===== src/rtl/sram_wb_arbiter.sv =====
// -----------------------------------------------------------------------------
// sram_wb_arbiter
// Two-master Wishbone arbiter in front of a single SRAM wrapper slave.
// m0 is the instruction-fetch master, m1 the data master. Ties are broken in
// favour of the master that was not served last. A transfer that waits
// TIMEOUT cycles without a slave ack is abandoned with a one-cycle error
// pulse to its owner.
//
// Ports
//   clk_i, rst_ni           clock, asynchronous active-low reset
//   mN_cyc_i/stb_i/we_i     master N cycle, strobe, write enable
//   mN_adr_i  [AW-1:0]      master N word address (byte address bits AW+1:2)
//   mN_sel_i  [3:0]         master N byte selects
//   mN_dat_i  [31:0]        master N write data
//   mN_dat_o  [31:0]        read data (both masters see s_dat_i)
//   mN_ack_o                acknowledge, only toward the current owner
//   mN_err_o                one-cycle timeout error pulse
//   s_cyc_o/stb_o/we_o      slave controls, zero while idle
//   s_adr_o/sel_o/dat_o     slave address, selects, write data
//   s_dat_i, s_ack_i        slave read data and acknowledge
// -----------------------------------------------------------------------------
module sram_wb_arbiter #(
    parameter int AW      = 13,
    parameter int TIMEOUT = 15
) (
    input  logic          clk_i,
    input  logic          rst_ni,
    input  logic          m0_cyc_i,
    input  logic          m0_stb_i,
    input  logic [AW-1:0] m0_adr_i,
    input  logic          m0_we_i,
    input  logic [3:0]    m0_sel_i,
    input  logic [31:0]   m0_dat_i,
    output logic [31:0]   m0_dat_o,
    output logic          m0_ack_o,
    output logic          m0_err_o,
    input  logic          m1_cyc_i,
    input  logic          m1_stb_i,
    input  logic [AW-1:0] m1_adr_i,
    input  logic          m1_we_i,
    input  logic [3:0]    m1_sel_i,
    input  logic [31:0]   m1_dat_i,
    output logic [31:0]   m1_dat_o,
    output logic          m1_ack_o,
    output logic          m1_err_o,
    output logic          s_cyc_o,
    output logic          s_stb_o,
    output logic          s_we_o,
    output logic [AW-1:0] s_adr_o,
    output logic [3:0]    s_sel_o,
    output logic [31:0]   s_dat_o,
    input  logic [31:0]   s_dat_i,
    input  logic          s_ack_i
);

    localparam int CW = (TIMEOUT < 1) ? 1 : $clog2(TIMEOUT + 1);
    localparam logic [CW-1:0] CNT_MAX = CW'(TIMEOUT);

    typedef enum logic [1:0] {
        IDLE = 2'd0,
        OWN0 = 2'd1,
        OWN1 = 2'd2
    } state_e;

    state_e        state_q;
    logic          last_grant_q;   // 1: m1 was served last, so m0 wins a tie
    logic [CW-1:0] cnt_q;          // cycles the owner has waited for an ack
    logic [CW-1:0] cnt_inc_s;
    logic          m0_err_q;
    logic          m1_err_q;

    logic req0_s;
    logic req1_s;
    logic own_m1_s;
    logic own_req_s;
    logic oth_req_s;

    assign req0_s    = m0_cyc_i & m0_stb_i;
    assign req1_s    = m1_cyc_i & m1_stb_i;
    assign own_m1_s  = (state_q == OWN1);
    assign own_req_s = own_m1_s ? req1_s : req0_s;
    assign oth_req_s = own_m1_s ? req0_s : req1_s;

    // Saturating increment of the ack-wait counter; it never wraps.
    always_comb begin
        cnt_inc_s = cnt_q;
        if (cnt_q != CNT_MAX) begin
            cnt_inc_s = cnt_q + CW'(1);
        end else begin
            cnt_inc_s = cnt_q;
        end
    end

    // Arbitration FSM, timeout counter and registered error pulses.
    always_ff @(posedge clk_i or negedge rst_ni) begin
        if (!rst_ni) begin
            state_q      <= IDLE;
            last_grant_q <= 1'b1;
            cnt_q        <= CW'(0);
            m0_err_q     <= 1'b0;
            m1_err_q     <= 1'b0;
        end else begin
            m0_err_q <= 1'b0;
            m1_err_q <= 1'b0;
            case (state_q)
                IDLE: begin
                    cnt_q <= CW'(0);
                    if (req0_s && req1_s) begin
                        state_q <= last_grant_q ? OWN0 : OWN1;
                    end else if (req0_s) begin
                        state_q <= OWN0;
                    end else if (req1_s) begin
                        state_q <= OWN1;
                    end else begin
                        state_q <= IDLE;
                    end
                end
                OWN0, OWN1: begin
                    if (s_ack_i) begin
                        // An ack beats a timeout landing on the same cycle.
                        last_grant_q <= own_m1_s;
                        cnt_q        <= CW'(0);
                        if (oth_req_s) begin
                            state_q <= own_m1_s ? OWN0 : OWN1;
                        end else if (own_req_s) begin
                            state_q <= state_q;
                        end else begin
                            state_q <= IDLE;
                        end
                    end else if (!own_req_s) begin
                        // Owner aborted; any ack still in flight lands in IDLE.
                        state_q <= IDLE;
                        cnt_q   <= CW'(0);
                    end else if (cnt_inc_s == CNT_MAX) begin
                        state_q  <= IDLE;
                        cnt_q    <= CW'(0);
                        m0_err_q <= ~own_m1_s;
                        m1_err_q <= own_m1_s;
                    end else begin
                        cnt_q <= cnt_inc_s;
                    end
                end
                default: begin
                    state_q <= IDLE;
                    cnt_q   <= CW'(0);
                end
            endcase
        end
    end

    // Slave-side mux and ack routing follow the current owner combinationally.
    always_comb begin
        s_cyc_o  = 1'b0;
        s_stb_o  = 1'b0;
        s_we_o   = 1'b0;
        s_adr_o  = AW'(0);
        s_sel_o  = 4'd0;
        s_dat_o  = 32'd0;
        m0_ack_o = 1'b0;
        m1_ack_o = 1'b0;
        case (state_q)
            OWN0: begin
                s_cyc_o  = m0_cyc_i;
                s_stb_o  = m0_stb_i;
                s_we_o   = m0_we_i;
                s_adr_o  = m0_adr_i;
                s_sel_o  = m0_sel_i;
                s_dat_o  = m0_dat_i;
                m0_ack_o = s_ack_i;
            end
            OWN1: begin
                s_cyc_o  = m1_cyc_i;
                s_stb_o  = m1_stb_i;
                s_we_o   = m1_we_i;
                s_adr_o  = m1_adr_i;
                s_sel_o  = m1_sel_i;
                s_dat_o  = m1_dat_i;
                m1_ack_o = s_ack_i;
            end
            default: begin
                s_cyc_o = 1'b0;
            end
        endcase
    end

    assign m0_dat_o = s_dat_i;
    assign m1_dat_o = s_dat_i;
    assign m0_err_o = m0_err_q;
    assign m1_err_o = m1_err_q;

endmodule

===== config.mk =====
export PLATFORM = sky130hd
export DESIGN_NAME = sram_wb_arbiter
export DESIGN_NICKNAME = d
export VERILOG_FILES = /design/src/rtl/sram_wb_arbiter.sv
export SDC_FILE = /design/constraint.sdc
export NUM_CORES = 1
export LEC_CHECK = 0
export BUFFER_PORTS_ARGS = -buffer_cell sky130_fd_sc_hd__clkbuf_2
export CAP_MARGIN = 20
export CORE_AREA = 4 4 99 101
export DETAILED_ROUTE_END_ITERATION = 12
export DIE_AREA = 0 0 103 105
export PLACE_DENSITY = 0.56
export SLEW_MARGIN = 0
export SYNTH_ARGS = -nofsm -noshare
export SYNTH_HDL_FRONTEND = slang
export SYNTH_SLANG_ARGS = --single-unit
export TNS_END_PERCENT = 10

===== constraint.sdc =====
create_clock -name clk_i -period 2.65 [get_ports clk_i]
set_input_delay 0.6625 -clock clk_i [delete_from_list [all_inputs] [get_ports clk_i]]
set_output_delay 0.6625 -clock clk_i [all_outputs]
set_load 0.005 [all_outputs]

==> out/qor.yml, run 1 <==
setup_path:
  crit_fanout: 26
  end_kind: "output port"
  arrival_ps: 1880
  startpoint_type: "register"
  slowest_stage: "dfrtp_1"
  cp_slowest_stage_delay_ps: 400
  crit_chain: "inv_1 -> ha_4 -> and2_2 -> buf_4 -> a22o_1 -> clkbuf_2"
  critical_path_required_ps: 1990
  critPathKind: "register to output port"
layout:
  layout_common_cells: "clkbuf_2, a22o_1, dfrtp_1"
  area_growth_pct: 34.6
  n_antenna_cell: 0
  post_route_cells_drive_above_1_share_pct: 65.0
  fin_area_mm2: 0.00214
  multiInputGateArea_um2: 850
  seq_area_um2: 226
  final_common_cell: "clkbuf_2"
  fin_nets: 428
  num-fill-cells: 1018
timing:
  post-route-period-util_pct: 96.0
  fin_skew_ps: 1.75
  rsz0062_at_grt: "false"
  finalSetupTns_ps: 0
  maxSlewHeadroom_pct: 81.1
  min_period_ps: 2540
  hold_viol_final: 0
  slew_violations: 0
  fmax_ghz: 0.393
  setup_viol: 0
  worst_slew_pin_slew_ps: 279
floorplan:
  fp.coreArea_mm2: 0.00902
  start_util_pct: 17.7
  dieWidth_um: 103
  dieArea_mm2: 0.0108
  die_y_um: 105
  std_cell_rows: 35
  io-pin-count: 259
clocking:
  clk_latency_ps: 230
  clock-sinks: 9
  clockBufferDepth: 2
  cts_tree: "yes"
  htree_levels: 1
  root_buffer: "clkbuf_8"
  clk_pin_slew_ps: 40
  hold_buffers: 0
  cts_made_buffers: 3
  postCtsSetupRepairBufs: 0
power:
  leakage_nw: 1.22
  finalPower_uw: 784
  ir_drop_v: 0.000265
  power_density_mw_per_mm2: 366
route:
  wirelength_mm: 7.40
  viasPerCell: 4.56
  ant_nets: 0
  drc: 0
  vias: 1797
  wl_per_cell_um: 18.8
  dr.pass1.iters: 4
  drtIter0Drc: 58
flow_run:
  cap_violations: 0
placed_design:
  io_buffer_count: 162
  routabilityCongestion: 0.785
  dpl-instance-area_mm2: 0.00204
  dp_hpwl_mm: 6.36
synthesis:
  synth_top_area_share_pct: 30.6
  syn_avg_cell_area_um2: 8.43
  synth_top_area_cell: "buf_4"
  ys_types: 31
  ys_ff_latch: 9
  synth_fp_nets: 333
  synth_area_mm2: 0.00159
  yosysWarnings: 0
  ys_seq_area_share_pct: 14.2
  synth_area_leaders: "buf_4, a22o_1, dfrtp_1, ha_1, buf_2"
  synth_cells: 189
grt:
  grt-ovfl-total: 0
  grt_pass1_wl_mm: 9.47
  first_global_vias: 1734
  grt_max_degree: 28
  grt.total_usage_pct: 11.7
  antenna_found_initial: 0
status:
  outcome: "complete, no violations"
worst_hold_path:
  hp-class: "input pin to asynchronous set/reset pin"
## area by class of cell
type                    instances  share of cell area [%]
clock buffers                   4                    2.10
inverters                       5                   0.876
multi-input cells              99                    39.6
flip-flops and latches          9                    10.6
well taps                     111                    6.48
repair buffers                166                    40.3
## registers in the layout, summed over array words and instances (netlist names)
signal	count
m0_err_o	1
last_grant_q	1
cnt_q	4
state_q	2
m1_err_o	1
## routing by layer
metal	vias to the layer above	track usage, %	share of wire (%)
met1	834	15.3	41
met3	5	5.67	15
li1	819	-	-
met5	-	0	0
met2	139	17.2	44
met4	0	2.50	0.61
## cell usage after synthesis
master and n:
nand4_2 1, o21ai_0 1, and4_4 1, xor2_1 1, xnor2_1 1, nor4b_1 1, nor4bb_1 1, a22o_1 52
o2111ai_2 1, and2_1 4, a211oi_1 1, and3_2 1, a2bb2oi_1 1, dfrtp_1 8, dfstp_2 1, buf_4 65
or3_1 1, nor2_1 3, a211o_1 1, a21oi_1 2, nand3_1 3, nand2_1 7, mux2_4 1, a31oi_1 1
mux2i_1 2, nor2b_1 1, ha_1 5, nor3_1 4, inv_1 5, a22oi_2 1, buf_2 11
## critical path: cells and delay by family (launching register included)
family | cells | cell delay (ps)
AOI/OAI and AO/OA | 1 | 270
and+or+nand+nor | 1 | 220
buffers and inverters | 3 | 490
DFF | 1 | 400
adders and majority gates | 1 | 250
## timing repair
action,in CTS,in global routing
pin swaps,0,0
resized for setup,2,8
setup endpoints to repair,9,34
## power breakdown
part / switching (mW) / leakage (nW) / internal, mW
clock: 0.0543 / 0.0228 / 0.105
combinational: 0.220 / 1.07 / 0.235
sequential: 0.0125 / 0.121 / 0.157
## metrics by stage
stage | utilization [%] | cells | hold WS (ps) | setup slack [ps]
floorplan | - | 189 | 367 | 505
global placement | 22.7 | 390 | 458 | 205
detailed placement | 22.7 | 390 | 462 | 175
CTS | 23.2 | 394 | 280 | 31.7
global route | 23.8 | 394 | 294 | 13.6
finish | 23.8 | 394 | 287 | 107
## logic make-up (layout without fill, tap and decap cells)
kind of cell | after synthesis | count (layout) | share of synthesized area (%)
buffers and inverters | 81 | 175 | 35.3
AO/OA/AOI/OAI | 61 | 61 | 33.2
AND/OR/NAND/NOR | 28 | 28 | 10.1
flip-flops | 9 | 9 | 14.2
adder cells (fa/ha/maj) | 5 | 5 | 3.93
multiplexers | 3 | 3 | 2.20
XOR/XNOR | 2 | 2 | 1.10
## worst paths after layout
check | from | endpoint | slack [ps] | cells after the start
setup / recovery | state_q[0]$_DFFE_PN0P_ | s_dat_o[20] | 110 | 6
hold / removal | rst_ni | m1_err_o$_DFF_PN0_ | 290 | 1
setup reg to reg | state_q[0]$_DFFE_PN0P_ | state_q[0]$_DFFE_PN0P_ | 810 | 7
hold reg to reg | last_grant_q$_DFFE_PN1P_ | last_grant_q$_DFFE_PN1P_ | 460 | 2
max in group asynchronous | rst_ni | last_grant_q$_DFFE_PN1P_ | 2100 | 1
min in group clk_i | last_grant_q$_DFFE_PN1P_ | last_grant_q$_DFFE_PN1P_ | 460 | 2
Power figures use the tool's default switching activity.
==> run 2: changes to the inputs <==
==> constraint.sdc (replaced) <==
create_clock -name clk_i -period 3.17 [get_ports clk_i]
set_input_delay 0.7925 -clock clk_i [delete_from_list [all_inputs] [get_ports clk_i]]
set_output_delay 0.7925 -clock clk_i [all_outputs]
set_load 0.005 [all_outputs]
==> run 2 against run 1 <==
  * Worst setup slack improved by 90 ps
  * Critical path type unchanged
  * Combinational power fell by 23%
  * Via count is 0.61% lower
  * Routed wire length is 1.3% lower
==> out/qor.yml, run 2 (same netlist as run 1, synthesis figures left out) <==
status:
  outcome: "complete, no violations"
timing:
  setup_viol: 0
  finalSetupTns_ps: 0
  hold_viol_final: 0
  slew_violations: 0
  maxSlewHeadroom_pct: 62.0
  fin_skew_ps: 2.96
  rsz0062_at_grt: "false"
  fmax_ghz: 0.336
  worst_slew_pin_slew_ps: 570
  post-route-period-util_pct: 93.8
  min_period_ps: 2970
setup_path:
  critPathKind: "register to output port"
  crit_fanout: 52
  critical_path_required_ps: 2380
  cp_slowest_stage_delay_ps: 540
  arrival_ps: 2180
  startpoint_type: "register"
  slowest_stage: "and2_4"
  end_kind: "output port"
  crit_chain: "inv_1 -> ha_1 -> and2_4 -> a22o_1 -> clkbuf_2"
grt:
  grt_pass1_wl_mm: 9.78
  grtUsageMet1_pct: 16.0
  antenna_found_initial: 0
  grt.total_usage_pct: 11.8
  busiest_layer: "met2"
  grt-ovfl-total: 0
  met2_usage_pct: 18.1
  grt_max_degree: 53
  grt.met3_usage_pct: 4.94
  first_global_vias: 1753
route:
  ant_nets: 0
  vias: 1786
  dr.pass1.iters: 4
  wl_per_cell_um: 18.6
  drtIter0Drc: 32
  drc: 0
  wirelength_mm: 7.31
  viasPerCell: 4.56
floorplan:
  dieArea_mm2: 0.0108
  dieWidth_um: 103
  std_cell_rows: 35
  fp.coreArea_mm2: 0.00902
  io-pin-count: 259
  start_util_pct: 17.7
  die_y_um: 105
layout:
  fin_nets: 426
  regMostFlops: "cnt_q"
  area_growth_pct: 29.5
  multiInputGateArea_um2: 808
  final_common_cell: "clkbuf_2"
  num-fill-cells: 1007
  layout_common_cells: "clkbuf_2, a22o_1, dfrtp_1"
  largestRegisters: "cnt_q (4), state_q (2)"
  largest_reg_flops: 4
  seq_area_um2: 226
  n_antenna_cell: 0
  final_cells: 392
  post_route_cells_drive_above_1_share_pct: 62.6
power:
  power_density_mw_per_mm2: 303
  leakage_nw: 1.18
  ir_drop_v: 0.000301
flow_run:
  cap_violations: 0
clocking:
  cts_tree: "yes"
  clockBufferDepth: 2
  htree_levels: 1
  clk_latency_ps: 230
  clk_pin_slew_ps: 50
  postCtsSetupRepairBufs: 0
  cts_made_buffers: 3
  clock-sinks: 9
  root_buffer: "clkbuf_8"
  hold_buffers: 0
worst_hold_path:
  hp-class: "input pin to asynchronous set/reset pin"
placed_design:
  routabilityCongestion: 0.788
  dp_cells: 388
  dp_hpwl_mm: 6.29
  io_buffer_count: 162
==> run 2: final timing paths <==
kind	start	endpoint	slack, ps	cells after the start
max	state_q[1]$_DFFE_PN0P_	s_dat_o[23]	200	5
min	rst_ni	m1_err_o$_DFF_PN0_	420	1
max reg2reg	state_q[1]$_DFFE_PN0P_	state_q[0]$_DFFE_PN0P_	1210	7
min reg2reg	last_grant_q$_DFFE_PN1P_	last_grant_q$_DFFE_PN1P_	470	2
max in group asynchronous	rst_ni	last_grant_q$_DFFE_PN1P_	2490	1
min in group clk_i	last_grant_q$_DFFE_PN1P_	last_grant_q$_DFFE_PN1P_	470	2
==> run 2: layout make-up <==
cell class | count | share of cell area (%)
inverter | 5 | 0.910
tap | 111 | 6.73
sequential | 9 | 11.0
timing repair buffer | 164 | 40.0
multi-input combinational | 99 | 39.2
clock buffer | 4 | 2.18
==> run 2: stage by stage <==
stage / hold WS, ps / cell area, um2 / setup WS (ps) / power, mW / utilization, %
finish: 419 / 2060 / 196 / 0.626 / 22.9
detailed placement: 469 / 2020 / 77.3 / 0.497 / 22.4
floorplan: 445 / 1590 / 895 / 0.381 / -
global route: 425 / 2060 / 31.1 / 0.679 / 22.9
CTS: 421 / 2060 / 138 / 0.639 / 22.9
global placement: 455 / 2020 / 162 / 0.492 / 22.4
==> run 2: power breakdown <==
part / total (mW) / internal, mW / switching [mW]
clock network: 0.132 / 0.0876 / 0.0445
logic: 0.351 / 0.175 / 0.176
registers: 0.142 / 0.131 / 0.0110
total: 0.626 / 0.394 / 0.232
==> run 2: critical path: cells and delay by family (launching register included) <==
family          cells  cell delay (ps)
simple gates        1              540
fa+ha+maj           1              420
compound gates      1              340
buf+inv             2              230
flops               1              390
==> run 2: routing by layer <==
| layer | share of wire, % | up-vias |
|---|---|---|
| met1 | 41 | 825 |
| met5 | 0 | - |
| met4 | 0.29 | 0 |
| li1 | - | 814 |
| met2 | 44 | 145 |
| met3 | 15 | 2 |
==> run 2: repair_timing <==
action                                  4_1_cts  5_1_grt
endpoints found under the setup margin       46        0
hold endpoints to repair                      0        0
resized for setup                             1        0
==> run 3: changes to the inputs <==
==> constraint.sdc (replaced) <==
create_clock -name clk_i -period 3.17 [get_ports clk_i]
set_input_delay 0.317 -clock clk_i [delete_from_list [all_inputs] [get_ports clk_i]]
set_output_delay 0.317 -clock clk_i [all_outputs]
set_load 0.005 [all_outputs]
==> run 3 against run 2 <==
  * Via count down 0.28%
  * Combinational power about the same
  * Non-clock buffer count up 2
  * Sequential power about the same
  * Register-to-register slack about the same
  * Worst setup slack better by 360 ps
  * Flip-flop and latch count unchanged
  * Sequential share of layout area down 0.086 points
  * First-iteration DRC count up 130%
==> out/qor.yml, run 3 (same netlist as run 1, synthesis figures left out) <==
status:
  outcome: "complete, no violations"
grt:
  antenna_found_initial: 0
  grt.total_usage_pct: 12.0
  first_global_vias: 1758
  grt-ovfl-total: 0
  grt_max_degree: 48
  grt_pass1_wl_mm: 9.74
floorplan:
  dieArea_mm2: 0.0108
  fp.coreArea_mm2: 0.00902
  std_cell_rows: 35
  die_y_um: 105
  dieWidth_um: 103
  io-pin-count: 259
  start_util_pct: 17.7
timing:
  worst_slew_pin_slew_ps: 490
  slew_violations: 0
  fin_skew_ps: 2.17
  setup_viol: 0
  finalSetupTns_ps: 0
  fmax_ghz: 0.383
  maxSlewHeadroom_pct: 67.3
  min_period_ps: 2610
  rsz0062_at_grt: "false"
  post-route-period-util_pct: 82.4
  hold_viol_final: 0
clocking:
  clock-sinks: 9
  clk_pin_slew_ps: 40
  ctsResizeCount: 0
  cts_tree: "yes"
  root_buffer: "clkbuf_8"
  htree_levels: 1
  cts_made_buffers: 3
  postCtsSetupRepairBufs: 0
  clk_latency_ps: 230
  clockBufferDepth: 2
setup_path:
  crit_fanout: 47
  startpoint_type: "register"
  critical_path_required_ps: 2850
  end_kind: "output port"
  critPathKind: "register to output port"
  arrival_ps: 2290
layout:
  area_growth_pct: 30.6
  n_antenna_cell: 0
  regMostFlops: "cnt_q"
  layout_common_cells: "clkbuf_2, a22o_1, dfrtp_1"
  post_route_cells_drive_above_1_share_pct: 62.5
  largestRegisters: "cnt_q (4), state_q (2)"
  largest_reg_flops: 4
  fin_nets: 428
  finalCoreUtilization_pct: 23.1
  final_common_cell: "clkbuf_2"
  num-fill-cells: 989
route:
  vias: 1781
  drc: 0
  wirelength_mm: 7.38
  wl_per_cell_um: 18.7
  drtIter0Drc: 75
  ant_nets: 0
  dr.pass1.iters: 4
  viasPerCell: 4.52
worst_hold_path:
  hp-class: "input pin to register"
placed_design:
  io_buffer_count: 162
  dp_hpwl_mm: 6.40
  routabilityCongestion: 0.798
power:
  power_density_mw_per_mm2: 301
  leakage_nw: 1.19
  ir_drop_v: 0.000143
flow_run:
  cap_violations: 0
==> run 3: cell types whose count changed in the layout (fill, tap and decap cells not counted), sizes merged <==
cell,previous run,this run
buf,2,3
dlygate4sd3,0,1
==> run 3: report_power, final <==
part	leakage, nW	switching (mW)	internal (mW)	total, mW
combinational	1.05	0.176	0.177	0.352
sequential	0.121	0.0112	0.132	0.143
clock	0.0228	0.0442	0.0875	0.132
total	1.19	0.231	0.396	0.626
==> run 3: timing repair <==
item                                    CTS  global route
endpoints found under the setup margin    0             0
hold buffers                              1             0
hold endpoints to repair                  8             0
==> run 3: cell type report <==
cell class | instances | area (um2) | share of cell area, %
Inverter | 5 | 18.8 | 0.903
Tap cell | 111 | 139 | 6.68
Timing Repair Buffer | 166 | 843 | 40.6
Sequential cell | 9 | 226 | 10.9
Multi-Input combinational cell | 99 | 807 | 38.8
Clock buffer | 4 | 45.0 | 2.17
==> run 3: per-stage QoR <==
step | instances | total power [mW] | setup WS [ps] | hold slack [ps] | cell area (um2)
detailed placement | 389 | 0.499 | 763 | 197 | 2020
global route | 394 | 0.683 | 363 | 438 | 2080
finish | 394 | 0.626 | 558 | 405 | 2080
CTS | 394 | 0.639 | 487 | 403 | 2080
floorplan | 189 | 0.381 | 1370 | 21.4 | 1590
global placement | 389 | 0.493 | 847 | 196 | 2020
==> run 3: layer usage <==
metal | vias to the layer above | part of all wire (%) | global-route usage [%]
met4 | 0 | 0.65 | 1.94
met2 | 135 | 44 | 18.5
met5 | - | 0 | 0
li1 | 821 | - | -
met1 | 819 | 43 | 16.0
met3 | 6 | 12 | 4.67
==> run 3: critical path, cell delays in order, from the launching register on <==
cell,delay [ps]
dfrtp_1,390
inv_1,80
ha_1,420
and2_2,250
buf_4,430
a22o_1,330
clkbuf_2,150
==> run 3: final timing paths <==
path,from,end,slack (ps),cells past startpoint
max reg2reg,state_q[1]$_DFFE_PN0P_,state_q[0]$_DFFE_PN0P_,1210,6
min,s_ack_i,last_grant_q$_DFFE_PN1P_,400,3
min reg2reg,last_grant_q$_DFFE_PN1P_,last_grant_q$_DFFE_PN1P_,470,2
max,state_q[1]$_DFFE_PN0P_,s_dat_o[28],560,6
min in group asynchronous,rst_ni,cnt_q[0]$_DFF_PN0_,480,2
max in group asynchronous,rst_ni,last_grant_q$_DFFE_PN1P_,2430,2
